`src/rtl/reg_bank.sv`:
```
// reg_bank: general-purpose register file for the KGP-RISC datapath.
// Writes are steered by a one-hot WriteFlag vector from the address decoder;
// multi-hot vectors are rejected and latched into a sticky error flag.
// Two combinational read ports, plus a saturating count of committed writes.
// Optional feature macro: REG_BANK_BYPASS_EN (write-through read bypass).
module reg_bank #(
    parameter int DATA_WIDTH = 32,
    parameter int NUM_REGS   = 32
) (
    input  logic                  clk,
    input  logic                  rst,
    input  logic [NUM_REGS-1:0]   WriteFlag,
    input  logic [DATA_WIDTH-1:0] WriteData,
    input  logic [4:0]            ReadReg1,
    input  logic [4:0]            ReadReg2,
    output logic [DATA_WIDTH-1:0] ReadData1,
    output logic [DATA_WIDTH-1:0] ReadData2,
    output logic                  MultiHotErr,
    output logic [15:0]           WriteCount
);

    typedef enum logic {
        ERR_OK  = 1'b0,
        ERR_SET = 1'b1
    } err_state_e;

    logic [DATA_WIDTH-1:0] regs_q [NUM_REGS];
    logic [DATA_WIDTH-1:0] regs_d [NUM_REGS];
    logic [15:0]           count_q;
    logic [15:0]           count_d;
    err_state_e            err_state_q;
    err_state_e            err_state_d;

    logic flag_zero;
    logic flag_onehot;
    logic wr_legal;
    logic wr_illegal;

    // Classify the write vector: clearing the lowest set bit leaves zero
    // only when exactly one bit was set.
    always_comb begin
        flag_zero   = (WriteFlag == '0);
        flag_onehot = !flag_zero && ((WriteFlag & (WriteFlag - NUM_REGS'(1))) == '0);
        wr_legal    = flag_onehot;
        wr_illegal  = !flag_zero && !flag_onehot;
    end

    // Next register contents: only a legal write touches the flagged entry.
    always_comb begin
        regs_d = regs_q;
        if (wr_legal) begin
            for (int i = 0; i < NUM_REGS; i++) begin
                if (WriteFlag[i]) begin
                    regs_d[i] = WriteData;
                end
            end
        end
    end

    // Next write count: legal writes only, holding at all-ones.
    always_comb begin
        count_d = count_q;
        if (wr_legal && (count_q != 16'hFFFF)) begin
            count_d = count_q + 16'd1;
        end
    end

    // Next error state: sticky once set; only reset returns it to OK.
    always_comb begin
        err_state_d = err_state_q;
        if (err_state_q == ERR_OK && wr_illegal) begin
            err_state_d = ERR_SET;
        end
    end

    // State update; reset wins over any write presented in the same cycle.
    always_ff @(posedge clk) begin
        if (rst) begin
            for (int i = 0; i < NUM_REGS; i++) begin
                regs_q[i] <= '0;
            end
            count_q     <= '0;
            err_state_q <= ERR_OK;
        end else begin
            regs_q      <= regs_d;
            count_q     <= count_d;
            err_state_q <= err_state_d;
        end
    end

    // Read one port; indices beyond the bank read as zero.
    function automatic logic [DATA_WIDTH-1:0] read_port(input logic [4:0] idx);
        logic [DATA_WIDTH-1:0] val;
        val = '0;
        if (int'(idx) < NUM_REGS) begin
            val = regs_q[idx];
`ifdef REG_BANK_BYPASS_EN
            if (wr_legal && WriteFlag[idx]) begin
                val = WriteData;
            end
`endif
        end
`ifdef REG_BANK_BYPASS_EN
        if (rst) begin
            val = '0;
        end
`endif
        return val;
    endfunction

    // Combinational read ports and registered status outputs.
    always_comb begin
        ReadData1   = read_port(ReadReg1);
        ReadData2   = read_port(ReadReg2);
        MultiHotErr = (err_state_q == ERR_SET);
        WriteCount  = count_q;
    end

endmodule

```
`config.mk`:
```
export PLATFORM = sky130hd
export DESIGN_NAME = reg_bank
export DESIGN_NICKNAME = d
export VERILOG_FILES = /design/src/rtl/reg_bank.sv
export SDC_FILE = /design/constraint.sdc
export NUM_CORES = 2
export LEC_CHECK = 0
export CAP_MARGIN = 20
export CELL_PAD_IN_SITES_DETAIL_PLACEMENT = 1
export CELL_PAD_IN_SITES_GLOBAL_PLACEMENT = 1
export CORE_MARGIN = 2
export CORE_UTILIZATION = 45
export DETAILED_ROUTE_END_ITERATION = 16
export PLACE_DENSITY = 0.72
export SYNTH_ARGS = -nofsm -noshare
export SYNTH_HDL_FRONTEND = slang
export SYNTH_SLANG_ARGS = --single-unit
```
`constraint.sdc`:
```
create_clock -name clk -period 8.65 [get_ports clk]
set_clock_uncertainty 0.2 [all_clocks]
set_input_delay 1.73 -clock clk [delete_from_list [all_inputs] [get_ports clk]]
set_output_delay 1.73 -clock clk [all_outputs]
set_load 0.02 [all_outputs]
```
==> flow_metrics.env <==
export IMPL_status="finished clean"
export IMPL_slowest_stage_cell_crit_path="sky130_fd_sc_hd__buf_8"
export IMPL_startpoint_type="input pin"
export IMPL_grt_first_pass_wirelength_microns=271000
export IMPL_first_global_vias=40200
export IMPL_cts_htree_levels=3
export IMPL_syn_area_sq_um=56200
export IMPL_report_final_slew_viol_count=0
export IMPL_synth_enable_flop_cells=0
export IMPL_worst_slew_pin_slew_ns=1.21
export IMPL_power_share_sequential_pct=45.1
export IMPL_synth_warning_count=0
export IMPL_critical_path_class="input pin to output port"
export IMPL_cts_resized=0
export IMPL_critical_path_top_cell_by_count="sky130_fd_sc_hd__mux4_2"
export IMPL_post_synth_inst_count=4496
export IMPL_critical_path_arrival_ns=4.81
export IMPL_via_count=38000
export IMPL_worst_r2r_setup_slack_ns=6.10
export IMPL_grtUsageTotal_pct=28.5
export IMPL_layout_min_cycle_time_ns=6.74
export IMPL_initial_antenna_violation_count=25
export IMPL_io_pins=157
export IMPL_ir_drop_mv=0.171
export IMPL_rsz_0062_raised_after_global_routing="no"
export IMPL_first_iter_violations=2897
export IMPL_internal_power_uw=8100
export IMPL_clock_sink_count=1041
export IMPL_worst_ep_required_time_ns=6.72
export IMPL_postSynthRegisterBits=1041
export IMPL_cts_tree="yes"
export IMPL_power_switching_uw=2520
export IMPL_fin_area_sq_um=62700
export IMPL_max_slew_margin_pct=19.5
export IMPL_switching_share_of_total_power_pct=23.7
export IMPL_sequential_area_sq_um=20800
export IMPL_synth_yosys_seq_area_share_pct=37.1
export IMPL_clockRootBuffer="sky130_fd_sc_hd__clkbuf_16"
export IMPL_placementRows=129
export IMPL_number_of_clock_buffers_inserted_by_tritoncts=114
export IMPL_timing_max_cap_violations=0
export IMPL_post_synth_num_cell_types=54
export IMPL_share_of_flip_flops_with_an_asynchronous_set_or_reset_after_synthesis_pct=0
export IMPL_final_worst_path_cycle_share_pct=77.9
export IMPL_min_delay_path_class="register to register"
export IMPL_post_dp_hpwl_microns=107000
export IMPL_layout_drive_gt1_share_pct=23.4
export IMPL_largest_net_degree_at_the_start_of_global_routing=219
export IMPL_iteration_count_of_the_initial_detailed_routing_pass=5
export IMPL_buffers_from_clock_root_to_sink_at_most=3
export IMPL_clkTransAtPathRegs_ns=0.06
export IMPL_final_cell_mix="1041 x sky130_fd_sc_hd__dfxtp_1, 1024 x sky130_fd_sc_hd__mux2i_1, 834 x sky130_fd_sc_hd__nand2b_1"
export IMPL_setup_violations_final=0
export IMPL_wl_microns=182000
export IMPL_final_setup_tns_ns=0
export IMPL_post_dp_area_sq_um=58600
export IMPL_nFillCells=12400
export IMPL_dominantRegCellSynth="sky130_fd_sc_hd__dfxtp_1"
export IMPL_mostFrequentLayoutCell="sky130_fd_sc_hd__dfxtp_1"
export IMPL_floorplan_core_area_sq_um=124000
export IMPL_start_util_pct=45.4
export IMPL_post_synthesis_net_count=4573
export IMPL_whs_ns=0.274
export IMPL_area_of_the_multi_input_gates_sq_um=33100
export IMPL_clock_power_share_pct=48.7
export IMPL_via_per_inst=6.21
export IMPL_static_leakage_power_uw=0.0259
export IMPL_globalplace_congestion=0.786
export IMPL_max_stage_delay_ns=0.60
export IMPL_placement_io_buffers=156
export IMPL_power_share_combinational_pct=6.2
export IMPL_die_x_microns=358
export IMPL_insertion_delay_ns=0.74
export IMPL_finalNetCount=4456
export IMPL_critPathCaptureType="output port"
export IMPL_post_route_worst_setup_slack_ns=1.91
export IMPL_worstPathCellList="buf_8, buf_4, mux4_2, mux4_2, mux2_2, clkdlybuf4s50_1"
export IMPL_power_density_nw_per_um2=169
export IMPL_fmax_mhz=148
export IMPL_floorplan_die_height_microns=358
export IMPL_drt_antenna_violating_nets=0
export IMPL_areaGrowthSynthToFinish_pct=11.5
export IMPL_place_worst_setup_slack_ns=1.83
export IMPL_drc=0
export IMPL_finish_utilization_pct=50.6
export IMPL_crit_fanout=74
export IMPL_cts_hold_buf=0
export IMPL_fp_dieArea_sq_um=128000
export IMPL_wl_per_cell_microns=29.8
export IMPL_grt_ovfl_total=0
export IMPL_postCtsSetupBuffers=0
export IMPL_final_hold_violation_count=0
export IMPL_syn_avg_cell_area_sq_um=12.5
[power by group through the flow]
stage / registers, uW / logic (uW) / clock network, uW
3_5_place_dp: 4900 / 654 / 0
2_1_floorplan: 4900 / 424 / 0
6_report: 4790 / 659 / 5170
3_3_place_gp: 4900 / 648 / 0
4_1_cts: 4790 / 655 / 5240
5_1_grt: 4790 / 691 / 5440
[metrics by stage]
stage | total power (uW) | instances
2_1_floorplan | 5320 | 4496
3_3_place_gp | 5550 | 5885
3_5_place_dp | 5550 | 5889
4_1_cts | 10700 | 6098
5_1_grt | 10900 | 6114
6_report | 10600 | 6114
[final cells by class]
class,count,area share [%]
Inverter,6,0.0359
Timing Repair Buffer,244,4.33
Antenna cell,5,0.0200
Clock inverter,36,0.687
Clock buffer,173,5.64
Multi-Input combinational cell,2972,52.8
Sequential cell,1041,33.2
Tap cell,1637,3.27
[worst paths after layout]
| check | start | end | depth (start not counted) |
|---|---|---|---|
| worst max-delay path | ReadReg2[1] | ReadData2[23] | 6 |
| worst min-delay path | MultiHotErr | MultiHotErr | 2 |
| worst max register to register | WriteCount[8] | WriteCount[11] | 8 |
| worst min register to register | MultiHotErr | MultiHotErr | 2 |
[critical path, delay by kind of cell]
kind | cells | cell delay (ns)
buffers and inverters | 3 | 1.72
muxes | 3 | 1.28
[flip-flops by register name, summed over array words and instances (netlist names)]
signal       cells
MultiHotErr      1
WriteCount      16
regs_q        1024
[cells by family after synthesis]
group,Yosys count,share of synthesized area (%)
AO/OA/AOI/OAI,49,0.594
buffers and inverters,483,4.12
multiplexers,1734,45.3
flip-flops,1041,37.1
adder cells (fa/ha/maj),4,0.0756
AND/OR/NAND/NOR,1185,12.9
[per-layer routing]
| metal | vias to the layer above | GRT usage, % | share of wire (%) |
|---|---|---|---|
| li1 | 16300 | - | - |
| met1 | 20200 | 38.7 | 44 |
| met2 | 1117 | 46.8 | 48 |
| met3 | 321 | 4.86 | 5.3 |
| met4 | 2 | 8.82 | 3.1 |
| met5 | - | 0 | 0.0038 |
[cell usage after synthesis (14+ instances only)]
master	count	area, sq um
sky130_fd_sc_hd__clkbuf_1	292	1100
sky130_fd_sc_hd__a21oi_1	14	70.1
sky130_fd_sc_hd__nand3_4	24	420
sky130_fd_sc_hd__mux2_2	70	788
sky130_fd_sc_hd__mux2i_1	1024	10200
sky130_fd_sc_hd__dfxtp_1	1041	20800
sky130_fd_sc_hd__buf_1	80	300
sky130_fd_sc_hd__nand2b_1	834	5220
sky130_fd_sc_hd__mux4_2	640	14400
sky130_fd_sc_hd__nor2_1	238	893
sky130_fd_sc_hd__buf_4	59	443
sky130_fd_sc_hd__buf_6	36	405
No activity file was read; power rests on OpenSTA's default activity.
